===== src/rtl/mcb_cmd_arbiter.sv =====
// mcb_cmd_arbiter: arbitrates a writer and a reader onto one MCB command port.
// A command issues at most every 3 cycles (IDLE -> ISSUE -> GAP). The reader
// can be boosted by urgency, and a starvation counter guarantees the writer
// eventually wins.
module mcb_cmd_arbiter #(
   parameter int STARVE_LIMIT = 8,
   parameter int CNT_W        = 16
) (
   input  logic             clk,
   input  logic             reset,
   input  logic             mem_calib_done,
   input  logic             cmd_full,
   input  logic [6:0]       wr_count,
   input  logic             w_req,
   input  logic [2:0]       w_instr,
   input  logic [5:0]       w_bl,
   input  logic [29:0]      w_addr,
   input  logic             r_req,
   input  logic [2:0]       r_instr,
   input  logic [5:0]       r_bl,
   input  logic [29:0]      r_addr,
   input  logic             r_urgent,
   output logic             w_gnt,
   output logic             r_gnt,
   output logic             cmd_en,
   output logic [2:0]       cmd_instr,
   output logic [5:0]       cmd_bl,
   output logic [29:0]      cmd_byte_addr,
   output logic             align_err,
   output logic [CNT_W-1:0] w_issued,
   output logic [CNT_W-1:0] r_issued
);

   typedef enum logic [1:0] {
      CALIB,
      IDLE,
      ISSUE,
      GAP
   } state_t;

   localparam logic [3:0] STARVE_THRESH = 4'(STARVE_LIMIT);

   state_t      state;
   state_t      state_nxt;
   logic [3:0]  starve_cnt;
   logic        last_gnt_w;
   logic        w_elig;
   logic        r_elig;
   logic        pick_w;
   logic        pick_r;
   logic        issue_now;
   logic [2:0]  win_instr;
   logic [5:0]  win_bl;
   logic [29:0] win_addr;
   logic        win_misaligned;

   // Eligibility and winner selection; the writer needs a full burst of data already in the write FIFO
   always_comb begin
      w_elig         = w_req && !cmd_full && (wr_count >= ({1'b0, w_bl} + 7'd1));
      r_elig         = r_req && !cmd_full;
      pick_w         = 1'b0;
      pick_r         = 1'b0;
      if (w_elig && (starve_cnt >= STARVE_THRESH)) begin
         pick_w = 1'b1;
      end else if (r_elig && r_urgent) begin
         pick_r = 1'b1;
      end else if (w_elig && r_elig) begin
         pick_w = !last_gnt_w;
         pick_r = last_gnt_w;
      end else if (w_elig) begin
         pick_w = 1'b1;
      end else if (r_elig) begin
         pick_r = 1'b1;
      end
      issue_now      = (state == IDLE) && mem_calib_done && (pick_w || pick_r);
      win_instr      = pick_w ? w_instr : r_instr;
      win_bl         = pick_w ? w_bl    : r_bl;
      win_addr       = pick_w ? w_addr  : r_addr;
      win_misaligned = (win_addr[1:0] != 2'b00);
   end

   // Next-state logic; losing calibration always forces a return to CALIB
   always_comb begin
      state_nxt = state;
      if (!mem_calib_done) begin
         state_nxt = CALIB;
      end else begin
         case (state)
            CALIB:   state_nxt = IDLE;
            IDLE:    state_nxt = issue_now ? ISSUE : IDLE;
            ISSUE:   state_nxt = GAP;
            GAP:     state_nxt = IDLE;
            default: state_nxt = CALIB;
         endcase
      end
   end

   // State register
   always_ff @(posedge clk) begin
      if (reset) begin
         state <= CALIB;
      end else begin
         state <= state_nxt;
      end
   end

   // Registered command outputs, grants, counters and fairness bookkeeping, all loaded on the IDLE->ISSUE edge
   always_ff @(posedge clk) begin
      if (reset) begin
         cmd_en        <= 1'b0;
         w_gnt         <= 1'b0;
         r_gnt         <= 1'b0;
         align_err     <= 1'b0;
         cmd_instr     <= 3'd0;
         cmd_bl        <= 6'd0;
         cmd_byte_addr <= 30'd0;
         w_issued      <= '0;
         r_issued      <= '0;
         starve_cnt    <= 4'd0;
         last_gnt_w    <= 1'b0;
      end else begin
         cmd_en <= 1'b0;
         w_gnt  <= 1'b0;
         r_gnt  <= 1'b0;
         if (issue_now) begin
            cmd_en        <= !win_misaligned;
            w_gnt         <= pick_w;
            r_gnt         <= pick_r;
            cmd_instr     <= win_instr;
            cmd_bl        <= win_bl;
            cmd_byte_addr <= win_addr;
            last_gnt_w    <= pick_w;
            if (win_misaligned) begin
               align_err <= 1'b1;
            end else if (pick_w) begin
               w_issued <= w_issued + CNT_W'(1);
            end else begin
               r_issued <= r_issued + CNT_W'(1);
            end
            if (pick_w) begin
               starve_cnt <= 4'd0;
            end else if (w_elig && (starve_cnt != 4'd15)) begin
               starve_cnt <= starve_cnt + 4'd1;
            end
         end
      end
   end

endmodule


===== config.mk =====
export PLATFORM = sky130hd
export DESIGN_NAME = mcb_cmd_arbiter
export DESIGN_NICKNAME = d
export VERILOG_FILES = /design/src/rtl/mcb_cmd_arbiter.sv
export SDC_FILE = /design/constraint.sdc
export NUM_CORES = 1
export LEC_CHECK = 0
export BUFFER_PORTS_ARGS = -buffer_cell sky130_fd_sc_hd__buf_2
export CORE_ASPECT_RATIO = 0.7
export CORE_MARGIN = 5
export CORE_UTILIZATION = 44
export DETAILED_ROUTE_END_ITERATION = 10
export HOLD_SLACK_MARGIN = 0.05
export PLACE_DENSITY = 0.77
export SLEW_MARGIN = 15
export SYNTH_ARGS = -nofsm -noshare
export SYNTH_HDL_FRONTEND = slang
export SYNTH_SLANG_ARGS = --single-unit

===== constraint.sdc =====
create_clock -name clk -period 3 [get_ports clk]
set_input_delay 0.6 -clock clk [delete_from_list [all_inputs] [get_ports clk]]
set_output_delay 0.6 -clock clk [all_outputs]
set_load 0.02 [all_outputs]

==> flow_metrics.env, run 1 <==
export IMPL_yosysWarnings=0
export IMPL_avgSynthCellArea_um2=8.14
export IMPL_met1_usage_pct=27.0
export IMPL_grt_pass1_vias=4112
export IMPL_synth_ff_type="dfxtp_1"
export IMPL_io_buffers=166
export IMPL_regArea_um2=1640
export IMPL_r2r_start="state[1]$_SDFF_PP0_"
export IMPL_status="finished, final reports clean"
export IMPL_synth_cell_types=51
export IMPL_cts_tree="done"
export IMPL_synth_edf_count=0
export IMPL_min_period_ns=2.82
export IMPL_clock_skew_ns=0.00647
export IMPL_layout_drive_gt1_share_pct=32.8
export IMPL_clkSinkCount=82
export IMPL_overflow=0
export IMPL_final_max_slew_viol_count=0
export IMPL_ios=167
export IMPL_hold_viol=0
export IMPL_cts_root_buf="clkbuf_16"
export IMPL_maxCapViolations=0
export IMPL_p_sw_share_pct=23.4
export IMPL_p_leak_nw=2.35
export IMPL_area_growth_pct=35.0
export IMPL_power_density_nw_per_um2=481
export IMPL_rows=29
export IMPL_antenna_cells=0
export IMPL_clk_path_buf_depth=2
export IMPL_hold_slack_ns=0.484
export IMPL_slew_headroom_pct=59.7
export IMPL_cp_required_ns=3.25
export IMPL_post_cts_buffers=0
export IMPL_antenna_found_initial=0
export IMPL_timing_fmax_mhz=354
export IMPL_critPathLaunch="w_bl[2]"
export IMPL_grt_pass1_wl_um=19900
export IMPL_initialDrtViolationCount=245
export IMPL_ys_async_sr_fraction_pct=0
export IMPL_place_hpwl_um=9110
export IMPL_worstSetupPathType="primary input to flip-flop"
export IMPL_power_frac_comb_pct=11.2
export IMPL_seq_power_share_pct=42.5
export IMPL_drt_first_pass_iters=4
export IMPL_net_switching_power_mw=0.613
export IMPL_fillers=847
export IMPL_seq_area_frac_synth_pct=40.8
export IMPL_internal_power_mw=2.00
export IMPL_gp_congestion=0.827
export IMPL_start_util_pct=44.7
export IMPL_ys_ff_latch=82
export IMPL_grt_busiest_layer="met2"
export IMPL_multiInputGateArea_um2=2210
export IMPL_period_share_pct=94.1
export IMPL_grtUsageMet3_pct=6.52
export IMPL_drc_errors=0
export IMPL_final_cell_mix="buf_2, nand2_1, dfxtp_1, nor2_1, a311oi_1"
export IMPL_grt_use_met2_pct=33.9
export IMPL_viasPerCell=5.31
export IMPL_tightest_slew_ns=0.603
export IMPL_die_h_um=90.0
export IMPL_hold_buffers=0
export IMPL_power_mw=2.61
export IMPL_hp_class="flip-flop to flip-flop"
export IMPL_wl_um=12200
export IMPL_num_vias=4206
export IMPL_syn_cell_area_um2=4020
export IMPL_coreArea_um2=9000
export IMPL_hold_start="state[1]$_SDFF_PP0_"
export IMPL_synth_cells=494
export IMPL_die_x_um=124
export IMPL_antenna_left=0
export IMPL_nNetsFinal=768
export IMPL_start_kind="primary input"
export IMPL_cts_buffers=9
export IMPL_cp_max_fo=12
export IMPL_dieArea_um2=11200
export IMPL_cts_resized_gates=0
export IMPL_path_clk_slew_ns=0.06
export IMPL_vdd_drop_max_uv=265
export IMPL_clkPwrFrac_pct=46.3
export IMPL_worstPathArrival_ns=3.08
export IMPL_rsz0062_at_grt="no"
export IMPL_end_kind="flip-flop"
export IMPL_grt_max_degree=45
export IMPL_clk_latency_ns=0.33
export IMPL_h_tree_depth=3
export IMPL_final_common_cell="buf_2"
export IMPL_drt_wirelength_per_cell_um=15.4
export IMPL_finalSetupViolCount=0
export IMPL_syn_num_nets=598
export IMPL_gr_usage_all_layers_pct=21.1
## sequential cells by signal (all words and copies together), names as in the netlist, 2 cells and up
name / flops
starve_cnt: 4
cmd_byte_addr: 30
r_issued: 16
w_issued: 16
state: 2
cmd_bl: 6
cmd_instr: 3
## per-layer routing
layer  routed length [um]  vias up
met1                 5350     1930
met3                  798       27
li1                     -     2115
met4                  289        0
met5                    0        -
met2                 5760      134
## cell families after synthesis
| logic type | count (synthesis) | share of synthesized area, % |
|---|---|---|
| flops | 82 | 40.8 |
| mux | 3 | 0.809 |
| simple gates | 245 | 28.4 |
| buf+inv | 39 | 4.48 |
| xor+xnor | 15 | 3.27 |
| fa+ha+maj | 12 | 3.73 |
| compound gates | 98 | 18.5 |
## critical path: stages
cell and delay (ns):
buf_2 0.13, and3_1 0.18, nand3_1 0.09, xor2_1 0.15
ha_1 0.30, a21o_1 0.19, a21oi_1 0.21, o21a_4 0.17
o211ai_2 0.25, buf_4 0.28, or3_1 0.34, a21oi_1 0.17
## final cells by class
type                            count  share of cell area [%]
Timing Repair Buffer              190                    19.5
Clock buffer                       11                    4.65
Inverter                            8                   0.553
Tap cell                          124                    2.86
Multi-Input combinational cell    373                    40.8
Sequential cell                    82                    30.2
Clock inverter                      4                    1.38
## through the flow
stage	setup WS (ns)	instance area (um2)	setup TNS [ns]	util, %	instances
after CTS	0.150	5420	0	60.3	792
after detailed placement	-0.162	5100	-2.42	56.6	777
final	0.178	5430	0	60.3	792
after global routing	0.0216	5430	0	60.3	792
after global placement	-0.0857	5100	-0.519	56.6	777
after floorplan	0.119	4020	0	-	494
## power by group through the flow
| stage | sequential, mW | clock, mW | combinational (mW) |
|---|---|---|---|
| 3_3_place_gp | 1.13 | 0 | 0.284 |
| 2_1_floorplan | 1.15 | 0 | 0.139 |
| 4_1_cts | 1.11 | 1.23 | 0.292 |
| 5_1_grt | 1.11 | 1.28 | 0.323 |
| 6_report | 1.11 | 1.21 | 0.293 |
| 3_5_place_dp | 1.14 | 0 | 0.291 |
## path summary, 6_finish.rpt
kind	end	slack, ns	cells after the start
worst max-delay path	r_issued[4]$_SDFFE_PP0P_	0.18	12
worst min-delay path	state[1]$_SDFF_PP0_	0.48	2
worst max register to register	r_issued[4]$_SDFFE_PP0P_	0.71	6
worst min register to register	state[1]$_SDFF_PP0_	0.48	2
## cell usage after synthesis (7+ instances only)
cell	instances	share of area (%)
nand4_1	9	1.4
a311oi_1	39	8.5
and3_1	7	1.1
buf_2	15	1.9
o21ai_0	14	1.7
clkbuf_1	13	1.2
ha_1	12	3.7
xnor2_1	8	1.7
nor2_1	63	5.9
nor3_1	13	1.6
nand2_1	90	8.4
xor2_1	7	1.5
a21oi_1	22	2.7
or3_1	15	2.3
dfxtp_1	82	41
inv_1	8	0.75
nand3_1	23	2.9
(Power assumes the default switching activity.)
==> run 2, diff against run 1 <==
--- a/config.mk
+++ b/config.mk
@@ -12,2 +12,3 @@
 export DETAILED_ROUTE_END_ITERATION = 10
+export GPL_TIMING_DRIVEN = 0
 export HOLD_SLACK_MARGIN = 0.05
--- a/constraint.sdc
+++ b/constraint.sdc
@@ -3,2 +3,2 @@
 set_output_delay 0.6 -clock clk [all_outputs]
-set_load 0.02 [all_outputs]
+set_load 0.01 [all_outputs]
==> flow_metrics.env, run 2 (same netlist as run 1, synthesis figures left out) <==
export IMPL_path_cells="buf_2 > and3_1 > nand3_1 > xor2_2 > ha_1 > a21o_1 > a21oi_4 > o21a_4 > o211ai_2 > buf_6 > nor4_4 > mux2_1"
export IMPL_vdd_drop_max_uv=358
export IMPL_drt_first_pass_iters=4
export IMPL_hp_class="flip-flop to flip-flop"
export IMPL_p_leak_nw=2.32
export IMPL_grt_pass1_wl_um=20800
export IMPL_grt_pass1_vias=4213
export IMPL_reg2reg_to="r_issued[15]$_SDFFE_PP0P_"
export IMPL_finalSetupViolCount=0
export IMPL_reg2reg_setup_slack_ns=0.75
export IMPL_initialDrtViolationCount=196
export IMPL_power_mw=2.38
export IMPL_drc_errors=0
export IMPL_slowest_delay_ns=0.34
export IMPL_timing_fmax_mhz=347
export IMPL_viasPerCell=5.45
export IMPL_clk_path_buf_depth=2
export IMPL_top_regs="cmd_byte_addr (30), r_issued (16), w_issued (16)"
export IMPL_power_density_nw_per_um2=447
export IMPL_nNetsFinal=775
export IMPL_rsz0062_at_grt="yes"
export IMPL_crit_path_top_delay_cell="mux2_1"
export IMPL_area_growth_pct=32.5
export IMPL_coreArea_um2=9000
export IMPL_antenna_cells=0
export IMPL_antenna_found_initial=1
export IMPL_maxCapViolations=0
export IMPL_regArea_um2=1640
export IMPL_cp_required_ns=3.21
export IMPL_die_h_um=90.0
export IMPL_cts_root_buf="clkbuf_16"
export IMPL_hold_viol=0
export IMPL_largest_register_ffs=30
export IMPL_reg2reg_depth=8
export IMPL_status="finished, final reports clean"
export IMPL_path_clk_slew_ns=0.06
export IMPL_grt_max_degree=14
export IMPL_num_vias=4360
export IMPL_fillers=876
export IMPL_hold_start="align_err$_SDFFE_PP0P_"
export IMPL_period_share_pct=96.1
export IMPL_tightest_slew_ns=0.663
export IMPL_final_max_slew_viol_count=0
export IMPL_h_tree_depth=3
export IMPL_wl_um=12900
export IMPL_start_kind="primary input"
export IMPL_worstSetupPathType="primary input to flip-flop"
export IMPL_start_util_pct=44.7
export IMPL_clock_skew_ns=0.00345
export IMPL_layout_drive_gt1_share_pct=31.7
export IMPL_io_buffers=165
export IMPL_cts_buffers=9
export IMPL_final_cell_mix="buf_2, nand2_1, dfxtp_1, nor2_1, a311oi_1"
export IMPL_largest_register="cmd_byte_addr"
export IMPL_r2r_start="last_gnt_w$_SDFFE_PP0P_"
export IMPL_hold_depth=1
export IMPL_worstPathArrival_ns=3.10
export IMPL_multiInputGateArea_um2=2250
export IMPL_clk_latency_ns=0.32
export IMPL_setup_tns_ns=0
export IMPL_gp_congestion=0.871
export IMPL_place_hpwl_um=10100
export IMPL_rows=29
export IMPL_end_kind="flip-flop"
export IMPL_hold_buffers=0
export IMPL_cts_tree="done"
export IMPL_slew_headroom_pct=55.2
export IMPL_ios=167
export IMPL_overflow=0
export IMPL_drt_wirelength_per_cell_um=16.1
export IMPL_dieArea_um2=11200
export IMPL_cp_max_fo=8
export IMPL_final_common_cell="buf_2"
export IMPL_gr_usage_all_layers_pct=22.1
export IMPL_die_x_um=124
export IMPL_clkSinkCount=82
export IMPL_min_period_ns=2.88
export IMPL_hold_end="align_err$_SDFFE_PP0P_"
export IMPL_antenna_left=0
## run 2: cell types whose count changed in the layout (fill, tap and decap cells not counted), sizes merged
cell / change
clkinv: +2
clkbuf: +13
bufinv: -2
buf: -5
## run 2: how the worst max path moves through the flow
stage	end	start	slack (ns)	depth (start not counted)
6_report	r_issued[15]$_SDFFE_PP0P_	w_bl[2]	0.12	12
5_1_grt	r_issued[15]$_SDFFE_PP0P_	w_bl[2]	-0.04	12
4_1_cts	r_issued[12]$_SDFFE_PP0P_	w_bl[2]	0.01	12
3_5_place_dp	r_issued[12]$_SDFFE_PP0P_	w_bl[2]	-0.32	12
3_3_place_gp	r_issued[15]$_SDFFE_PP0P_	w_bl[2]	-0.17	12
2_1_floorplan	r_issued[12]$_SDFFE_PP0P_	w_bl[4]	0.12	11
## run 2: power breakdown
part	internal, mW	total, mW	leakage [nW]	switching (mW)
sequential	1.10	1.11	0.662	0.00798
combinational	0.115	0.279	1.54	0.163
clock	0.562	0.991	0.123	0.429
## run 2: metal layers
layer / track usage [%] / vias to the layer above / share of wire (%)
met2: 36.7 / 151 / 49
met3: 5.33 / 12 / 6.2
met5: 0 / - / 0.10
met4: 4.47 / 2 / 0.90
li1: - / 2125 / -
met1: 29.5 / 2070 / 44
## run 2: per-stage QoR
stage	setup WS (ns)	hold slack [ns]	cells	cell area [um2]	utilization (%)
finish	0.116	0.490	800	5330	59.2
global route	-0.0377	0.505	800	5330	59.2
CTS	0.0106	0.492	799	5270	58.6
detailed placement	-0.324	0.477	783	5000	55.6
global placement	-0.171	0.452	783	5000	55.6
floorplan	0.119	0.441	494	4020	-
## run 2: area by class of cell
cell class,count,area share (%)
plain buffers,31,2.84
clock buffers,12,4.44
clock inverters,4,0.540
inverters,8,0.563
multi-input cells,373,42.3
flip-flops and latches,82,30.8
well taps,124,2.91
repair buffers,166,15.6
## run 2: what timing repair did
item                       in CTS  in global routing
resized for setup               0                 11
buffers inserted                0                  1
setup endpoints to repair       0                 52
## run 2: worst max-delay path: cells and delay by family
family                   cells  cell delay, ns
AO/OA/AOI/OAI                4            0.74
AND/OR/NAND/NOR              3            0.59
multiplexers                 1            0.34
XOR/XNOR                     1            0.17
adder cells (fa/ha/maj)      1            0.32
buffers and inverters        2            0.33
